==> config.mk <==
export PLATFORM = sky130hd
export DESIGN_NAME = biquad_coeff_sequencer
export DESIGN_NICKNAME = d
export VERILOG_FILES = /design/src/rtl/biquad_coeff_sequencer.sv
export SDC_FILE = /design/constraint.sdc
export NUM_CORES = 1
export LEC_CHECK = 0
export ABC_AREA = 1
export CAP_MARGIN = 40
export CORE_ASPECT_RATIO = 0.8
export CORE_UTILIZATION = 30
export DETAILED_ROUTE_END_ITERATION = 7
export HOLD_SLACK_MARGIN = 0.05
export PLACE_DENSITY = 0.45
export SYNTH_ARGS = -nofsm -noshare
export SYNTH_HDL_FRONTEND = slang
export SYNTH_SLANG_ARGS = --single-unit
==> constraint.sdc <==
create_clock -name clk_i -period 6.8 [get_ports clk_i]
set_input_delay 1.36 -clock clk_i [delete_from_list [all_inputs] [get_ports clk_i]]
set_output_delay 1.36 -clock clk_i [all_outputs]
set_load 0.02 [all_outputs]
==> src/rtl/biquad_coeff_sequencer.sv <==
// Coefficient bank for NCH biquad channels with a WISHBONE front end.
// Coefficients are staged over the bus and read back through a dedicated port.
// A commit streams every enabled channel's coefficients into the filter cores,
// one per cycle, and then pulses the per-channel coefficient update.
module biquad_coeff_sequencer #(
    parameter int unsigned NCH     = 4,
    parameter int unsigned NCOEFF  = 8,
    parameter int unsigned CBITS   = 18,
    parameter int unsigned ADRBITS = 9
) (
    input  logic                      clk_i,
    input  logic                      rst_i,
    input  logic                      wb_cyc_i,
    input  logic                      wb_stb_i,
    input  logic                      wb_we_i,
    input  logic [ADRBITS-1:0]        wb_adr_i,
    input  logic [31:0]               wb_dat_i,
    input  logic [3:0]                wb_sel_i,
    output logic                      wb_ack_o,
    output logic                      wb_err_o,
    output logic                      wb_rty_o,
    output logic [31:0]               wb_dat_o,
    input  logic                      global_update_i,
    output logic [CBITS-1:0]          coeff_dat_o,
    output logic [$clog2(NCOEFF)-1:0] coeff_adr_o,
    output logic [NCH-1:0]            coeff_wr_o,
    output logic [NCH-1:0]            coeff_update_o
);

    localparam int unsigned Depth  = NCH * NCOEFF;
    localparam int unsigned KW     = $clog2(NCOEFF);
    localparam int unsigned CHW    = (NCH > 1) ? $clog2(NCH) : 1;
    localparam int unsigned IW     = $clog2(Depth);
    localparam int unsigned RamBase = 64;  // word index of byte address 0x100

    typedef enum logic [1:0] {StIdle, StPrime, StLoad, StUpdate} state_e;

    // ------------------------------------------------------------------
    // State
    // ------------------------------------------------------------------
    logic [CBITS-1:0] stage_q [Depth];

    state_e           state_q;
    logic [CHW-1:0]   ch_q;
    logic [KW-1:0]    k_q;
    logic             pend_q;
    logic             commit_run_q;
    logic [7:0]       cnt_q;
    logic [NCH-1:0]   wr_q;
    logic [KW-1:0]    adr_q;
    logic [CBITS-1:0] dat_q;
    logic [NCH-1:0]   upd_q;

    logic             ack_q;
    logic [31:0]      rdat_q;
    logic [NCH-1:0]   mask_q;
    logic             cmd_commit_q;
    logic             cmd_upd_q;

    // ------------------------------------------------------------------
    // Bus decode
    // ------------------------------------------------------------------
    logic [31:0]      word;
    logic             is_ctrl;
    logic             is_status;
    logic             is_mask;
    logic             is_ram;
    logic [IW-1:0]    bus_idx;
    logic [CBITS-1:0] bus_ram_rd;
    logic             busy;
    logic             bus_req;
    logic             bus_stall;
    logic             bus_accept;
    logic             bus_wr;
    logic [31:0]      bus_rdata;
    logic             unused_bus;

    assign word      = 32'(wb_adr_i) >> 2;
    assign is_ctrl   = (word == 32'd0);
    assign is_status = (word == 32'd1);
    assign is_mask   = (word == 32'd2);
    assign is_ram    = (word >= 32'(RamBase)) && (word < 32'(RamBase + Depth));
    assign bus_idx   = IW'(word - 32'(RamBase));
    assign bus_ram_rd = stage_q[bus_idx];

    assign busy       = (state_q != StIdle);
    assign bus_req    = wb_cyc_i && wb_stb_i && !ack_q;
    // Only writes that could disturb an in-flight commit are held off.
    assign bus_stall  = busy && wb_we_i && (is_ram || is_ctrl || is_mask);
    assign bus_accept = bus_req && !bus_stall;
    assign bus_wr     = bus_accept && wb_we_i;

    assign unused_bus = ^{wb_sel_i[3:1], wb_dat_i};

    // Read mux; unmapped and write-only locations read as zero.
    always_comb begin
        bus_rdata = '0;
        if (is_status) begin
            bus_rdata = {16'h0, cnt_q, 7'h0, busy};
        end else if (is_mask) begin
            bus_rdata = {{(32 - NCH){1'b0}}, mask_q};
        end else if (is_ram) begin
            bus_rdata = {{(32 - CBITS){bus_ram_rd[CBITS-1]}}, bus_ram_rd};
        end
    end

    // Bus slave registers: ack, read data, channel mask, pending commands.
    always_ff @(posedge clk_i) begin
        if (rst_i) begin
            ack_q        <= 1'b0;
            rdat_q       <= '0;
            mask_q       <= '1;
            cmd_commit_q <= 1'b0;
            cmd_upd_q    <= 1'b0;
        end else begin
            ack_q        <= bus_accept;
            rdat_q       <= (bus_accept && !wb_we_i) ? bus_rdata : '0;
            cmd_commit_q <= bus_wr && is_ctrl && wb_sel_i[0] && wb_dat_i[0];
            cmd_upd_q    <= bus_wr && is_ctrl && wb_sel_i[0] && wb_dat_i[1] && !wb_dat_i[0];
            if (bus_wr && is_mask && wb_sel_i[0]) begin
                mask_q <= wb_dat_i[NCH-1:0];
            end
        end
    end

    // Staging RAM write port; contents deliberately survive reset.
    always_ff @(posedge clk_i) begin
        if (bus_wr && is_ram) begin
            stage_q[bus_idx] <= wb_dat_i[CBITS-1:0];
        end
    end

    // ------------------------------------------------------------------
    // Sequencer address generation
    // ------------------------------------------------------------------
    logic [CHW-1:0] first_ch;
    logic [CHW-1:0] next_ch;
    logic           has_next;
    logic           k_last;
    logic [CHW-1:0] seq_ch;
    logic [KW-1:0]  seq_k;
    logic [IW-1:0]  seq_idx;
    logic [NCH-1:0] glob_all;

    assign glob_all = {NCH{global_update_i}};

    // Pick the (channel, k) whose coefficient is presented in the next cycle.
    always_comb begin
        first_ch = '0;
        for (int i = NCH - 1; i >= 0; i--) begin
            if (mask_q[i]) first_ch = CHW'(i);
        end
        next_ch  = '0;
        has_next = 1'b0;
        for (int i = NCH - 1; i >= 0; i--) begin
            if (mask_q[i] && (i > int'(ch_q))) begin
                next_ch  = CHW'(i);
                has_next = 1'b1;
            end
        end
        k_last = (k_q == KW'(NCOEFF - 1));
        if (state_q == StPrime) begin
            seq_ch = first_ch;
            seq_k  = '0;
        end else if (k_last) begin
            seq_ch = next_ch;
            seq_k  = '0;
        end else begin
            seq_ch = ch_q;
            seq_k  = k_q + KW'(1);
        end
        seq_idx = IW'(int'(seq_ch) * int'(NCOEFF) + int'(seq_k));
    end

    // Commit FSM with registered core-side outputs.
    always_ff @(posedge clk_i) begin
        if (rst_i) begin
            state_q      <= StIdle;
            ch_q         <= '0;
            k_q          <= '0;
            pend_q       <= 1'b0;
            commit_run_q <= 1'b0;
            cnt_q        <= '0;
            wr_q         <= '0;
            adr_q        <= '0;
            dat_q        <= '0;
            upd_q        <= '0;
        end else begin
            unique case (state_q)
                StIdle: begin
                    wr_q   <= '0;
                    adr_q  <= '0;
                    dat_q  <= '0;
                    pend_q <= 1'b0;
                    upd_q  <= glob_all;
                    if (cmd_commit_q && (mask_q != '0)) begin
                        state_q      <= StPrime;
                        commit_run_q <= 1'b1;
                    end else if (cmd_upd_q && (mask_q != '0)) begin
                        state_q      <= StUpdate;
                        commit_run_q <= 1'b0;
                        upd_q        <= mask_q | glob_all;
                    end
                end
                StPrime: begin
                    pend_q  <= pend_q | global_update_i;
                    upd_q   <= '0;
                    ch_q    <= seq_ch;
                    k_q     <= seq_k;
                    wr_q    <= NCH'(1) << seq_ch;
                    adr_q   <= seq_k;
                    dat_q   <= stage_q[seq_idx];
                    state_q <= StLoad;
                end
                StLoad: begin
                    pend_q <= pend_q | global_update_i;
                    if (k_last && !has_next) begin
                        // A global request seen at any point of the load merges here.
                        state_q <= StUpdate;
                        wr_q    <= '0;
                        adr_q   <= '0;
                        dat_q   <= '0;
                        upd_q   <= mask_q | {NCH{pend_q | global_update_i}};
                    end else begin
                        ch_q  <= seq_ch;
                        k_q   <= seq_k;
                        wr_q  <= NCH'(1) << seq_ch;
                        adr_q <= seq_k;
                        dat_q <= stage_q[seq_idx];
                    end
                end
                StUpdate: begin
                    upd_q   <= '0;
                    pend_q  <= 1'b0;
                    wr_q    <= '0;
                    adr_q   <= '0;
                    dat_q   <= '0;
                    state_q <= StIdle;
                    if (commit_run_q) cnt_q <= cnt_q + 8'd1;
                end
                default: state_q <= StIdle;
            endcase
        end
    end

    // ------------------------------------------------------------------
    // Outputs
    // ------------------------------------------------------------------
    assign wb_ack_o    = ack_q;
    assign wb_err_o    = 1'b0;
    assign wb_rty_o    = 1'b0;
    assign wb_dat_o    = rdat_q;
    assign coeff_dat_o = dat_q;
    assign coeff_adr_o = adr_q;
    assign coeff_wr_o  = wr_q;
    // A global request landing in the update cycle itself joins that pulse.
    assign coeff_update_o = upd_q | (glob_all & {NCH{state_q == StUpdate}});

endmodule
* After elaboration in Yosys (flattened, before gate mapping)
Memory sizes are Yosys's and may differ from the RTL's.
Cells that the tools add are included.
** Operators by class
- $add $sub $neg :: 4
- Multiply operators :: 0
- Div/mod/pow operators :: 0
- Order comparisons :: 5
- Equal/unequal tests :: 9
- Shift-type cells :: 1
- Multiplexer cells :: 40
- Bitwise operators :: 7
- Reduce and logical (&&, ||, !) cells :: 45
** Operators by type and width (number)
- $pmux W18 S3 :: 1
- $mux W16 :: 3
- $logic_not A32 Y1 :: 1
- $mux W2 :: 13
- $pmux W4 S3 :: 2
- $logic_and A1 B1 Y1 :: 22
- $mux W18 :: 1
- $mux W4 :: 4
- $mux W3 :: 4
- $or A4 B4 Y4 :: 3
- $pmux W3 S3 :: 1
- $add A8 B1 Y8 const B :: 1
- $pmux W2 S4 :: 1
- $reduce_and A2 Y1 :: 4
- $reduce_or A2 Y1 :: 4
- $eq A7 B1 Y1 const B :: 1
- $eq A7 B2 Y1 const B :: 1
- $ge A7 B7 Y1 const B :: 1
- $lt A7 B7 Y1 const B :: 1
- $mux W1 :: 7
- $pmux W3 S2 :: 1
- $reduce_bool A2 Y1 :: 3
- $add A5 B3 Y5 :: 1
- $logic_not A1 Y1 :: 5
- 20 further kinds :: 25
** Word-level totals
- Register bits after elaboration :: 71
- Latch bits :: 0
- Memory bits (writable) :: 576
- Bits in read-only memories :: 0
- Input port bits :: 51
- Output and inout bits :: 64
- Word-level logic and storage cells :: 129
- Memories kept :: 1
** Memory list
- stage_q :: depth 32, bits a word 18, read ports 2, clocked after memory_dff 0, wr ports 1, line 41 : logic [CBITS-1:0] stage_q [Depth];

* Depth between registers and ports, before layout
- Word-level depth :: 12
- Gate-level depth with buffers :: 16
- Gate-level depth less buffers :: 13

* Worst setup path after synthesis
No wires, ideal clock.
- Path type :: input port to flip-flop
- Start :: in wb_adr_i[2]
- End :: mem stage_q[16][0] (enable)
- Setup time :: 416 ps
- Data arrival time :: 3751 ps
- Required time :: 6384 ps
- Setup slack :: 2633 ps
- Stages on the path :: 12
- Path buffers :: 2
- Cell sequence :: buf_4 > inv_4 > nand2_2 > nor2_1 > nand2_2 > nand3_1 > nand2_1 > nand3_1 > nor2_2 > inv_2 > buf_2 > nor3_1
** On the way
- Cells in the longest elaborated chain, start to end :: 11
- Elaborated cells on any way between the ends :: 15
- Those cells by class :: add/sub: 1; order compare: 2; eq/ne: 1; mux: 2; reduce/logical: 9
** Ends and longest elaborated chain
- from (decl) :: line 16 : input logic [ADRBITS-1:0] wb_adr_i,
- $ge A7 B7 Y1 / $lt A7 B7 Y1 (equally long branches) :: line 82 : assign is_ram = (word >= 32'(RamBase)) && (word < 32'(RamBase + Depth));
- $logic_and A1 B1 Y1 :: line 82
- $logic_or A1 B1 Y1 (2 in a row) :: line 89 : assign bus_stall = busy && wb_we_i && (is_ram || is_ctrl || is_mask);
- $logic_and A1 B1 Y1 :: line 89
- $logic_not A1 Y1 :: line 90 : assign bus_accept = bus_req && !bus_stall;
- $logic_and A1 B1 Y1 :: line 90
- $logic_and A1 B1 Y1 :: line 91 : assign bus_wr = bus_accept && wb_we_i;
- $logic_and A1 B1 Y1 :: line 128 : if (bus_wr && is_ram) begin
- $mux W1 :: line 128
- $mux W1 (not written as such) :: line 129 : stage_q[bus_idx] <= wb_dat_i[CBITS-1:0];
- to (decl) :: line 41
Several ways; a longest one is shown, not always the timed one.

* Worst setup path in the final report
- Start :: in wb_adr_i[3]
- End :: mem stage_q[1][4] (enable)
The elaborated chain is that of the path after synthesis.

==> reports/metrics.cfg <==
[run_status]
status = finished clean

[floorplan]
fp.coreArea_um2 = 101000
io_pins = 115
die_w_um = 361
row_count = 104
die_y_um = 289
die-area_um2 = 104000
start_util_pct = 30.5

[global_routing]
antenna_found_initial = 0
grt_remaining_overflow = 0
grt_pass1_vias = 23700
grt_pass1_wl_mm = 168
grt_start_max_net_pins = 195
gr-usage-all-layers_pct = 22.2

[sta]
setup_ws_ns = 2.21
finalSetupTns_ns = 0
worst_pin_slew_ns = 0.993
finalCritPeriodShare_pct = 67.4
relSlewSlack_pct = 33.8
final-hold-violation-count = 0
rsz0062_at_grt = false
fmax_mhz = 218
drv_slew = 0
fin_worst_skew_ns = 0.0243
setup_viol = 0
fin_crit_ns = 4.59

[layout]
fin_nets = 3570
final_util_pct = 36.2
fill_cells = 10200
fin_cells = 4899
drive_gt1_share_pct = 8.65
syn2layout_area_growth_pct = 18.5

[detailed_routing]
wirelength_mm = 117
wl_per_cell_um = 23.9
final_antenna_net_count = 0
num_vias = 25300
drc = 0
drtIter0Drc = 2698
dr.pass1.iters = 5
viasPerCell = 5.17

[hold_path]
holdCritStartpoint = upd_q[2]
holdCritPathClass = reg -> reg
holdPathStages = 2

[clock_tree]
cts_setup_buffers = 0
cts_tree = yes
cts_buffer_depth = 3
clockRootBuffer = clkbuf_16
numCtsBuffers = 75
clk_latency_ns = 0.65
clk_pin_slew_ns = 0.06
cts-resized-gates = 0
htree_levels = 3
cts.sinks = 647
cts_hold_buf = 0

[worst_setup_path]
crit_required_ns = 7.12
cp-start-kind = input pin
crit_fanout = 13
crit_arrival_ns = 4.91
rr_worst_depth = 13
endpoint_kind = register
crit-reg2reg-launch = k_q[0]
startpoint = wb_adr_i[3]
critPathKind = in -> reg

[power]
p_seq_share_pct = 34.6
p_sw_share_pct = 35.9
powerDensity_nw_per_um2 = 347
p_leak_uw = 0.0142
p_sw_uw = 4560
p_comb_share_pct = 30.7
internal-power_uw = 8150
ir_worst_vdd_v = 0.000413
p_clk_share_pct = 34.7

[placed_design]
port_buffers = 93
dpl.hpwl_mm = 69.7
place_congestion = 0.808
place_ws_ns = 1.68
place_inst = 4760

[logic_synthesis]
yosysWarningCount = 0
synth_seq_cells = 647
netlist_instances = 3432
synth.distinct_cells = 37
avgSynthCellArea_um2 = 9.00
synth_area_um2 = 30900
ys_seq_area_share_pct = 60.6

[run]
maxCapViolCount = 0

cells in the mapped netlist (all sizes together):
| cell type | number | area share (%) |
|---|---|---|
| dfxtp | 71 | 4.6 |
| nand2 | 1563 | 19 |
| nor3 | 24 | 0.52 |
| nor2 | 135 | 1.7 |
| inv | 109 | 1.3 |
| xor2 | 1 | 0.028 |
| clkinv | 1 | 0.012 |
| nand4 | 44 | 0.89 |
| a211oi | 1 | 0.024 |
| a22oi | 103 | 2.5 |
| o211ai | 20 | 0.49 |
| nand3 | 332 | 5.4 |
| conb | 1 | 0.012 |
| a31o | 2 | 0.057 |
| o22ai | 4 | 0.081 |
| a21oi | 84 | 1.4 |
| o31ai | 1 | 0.041 |
| o21ai | 137 | 2.2 |
| clkbuf | 71 | 0.87 |
| nor3b | 1 | 0.024 |
| ha | 7 | 0.28 |
| edfxtp | 576 | 56 |
| buf | 143 | 2.4 |
| nor4 | 1 | 0.020 |
path summary, 6_finish.rpt:
kind / slack (ns) / endpoint
max: 2.21 / stage_q[1][4]
min: 0.46 / upd_q[2]
max reg2reg: 2.42 / coeff_dat_o[7]
min reg2reg: 0.46 / upd_q[2]
flip-flops by register name, indices dropped and copies added (netlist names):
name / flops
ch_q: 2
cnt_q: 8
coeff_adr_o: 3
coeff_wr_o: 4
upd_q: 4
commit_run_q: 1
k_q: 3
cmd_upd_q: 1
state_q: 2
wb_ack_o: 1
pend_q: 1
wb_dat_o: 18
cmd_commit_q: 1
mask_q: 4
coeff_dat_o: 18
stage_q: 576
cells by family (layout without fill, tap and decap cells):
group / after synthesis / count (layout) / synth area share (%)
AND/OR/NAND/NOR: 2100 / 2100 / 27.6
flip-flops: 647 / 647 / 60.6
AO/OA/AOI/OAI: 352 / 352 / 6.80
buffers and inverters: 324 / 464 / 4.66
adder cells (fa/ha/maj): 7 / 7 / 0.284
other: 1 / 3 / 0.0121
XOR/XNOR: 1 / 1 / 0.0284
through the flow:
step	total power [uW]	hold WS [ns]	cell area, um2
floorplan	6970	0.430	30900
global placement	8310	0.447	33600
detailed placement	8350	0.448	33900
CTS	12800	0.457	36600
global route	13300	0.481	36600
finish	12700	0.459	36600
power by group through the flow:
stage	Combinational [uW]	Clock [uW]	Sequential, uW
CTS	3870	4500	4400
floorplan	2450	0	4530
global route	4290	4650	4400
detailed placement	3860	0	4490
finish	3900	4410	4400
global placement	3820	0	4490
layout make-up:
cell class                      instances  area, um2  share of cell area [%]
Multi-Input combinational cell       2462      11000                    30.0
Clock buffer                           94       2050                    5.61
Antenna cell                            1       2.50                 0.00684
Inverter                              110        439                    1.20
Timing Repair Buffer                  216       2150                    5.89
Clock inverter                         44        606                    1.65
Tap cell                             1325       1660                    4.53
Sequential cell                       647      18700                    51.1
routing by layer:
layer / GRT usage [%] / part of all wire, % / vias to the layer above / wire [um]
li1: - / - / 11800 / -
met1: 32.3 / 46 / 12300 / 54300
met2: 33.8 / 43 / 1045 / 50400
met3: 3.57 / 7.6 / 191 / 8850
met4: 6.82 / 3.0 / 0 / 3500
met5: 0 / 0 / - / 0
critical path, stage by stage:
cell and delay, ns:
clkdlybuf4s50_1 0.64, nand2_2 0.15, buf_4 0.31, nor2_1 0.11, nand2_2 0.13, nand3_1 0.09
nand2_1 0.09, nand3_1 0.11, nor2_2 0.49, nand2_1 0.35, nor2_2 0.62, buf_4 0.43
cells in the final DEF (no fill, tap or decap), types with 16 or more instances in the layout:
master,count
dfxtp_1,71
nor2_2,16
nand4_1,44
clkbuf_16,78
buf_4,98
a21oi_1,82
o211ai_1,20
o21ai_0,132
inv_1,94
edfxtp_1,576
a22oi_1,103
clkdlybuf4s50_1,92
nand2_1,1558
nor2_1,108
nand3_1,331
Power figures use the tool's default switching activity.
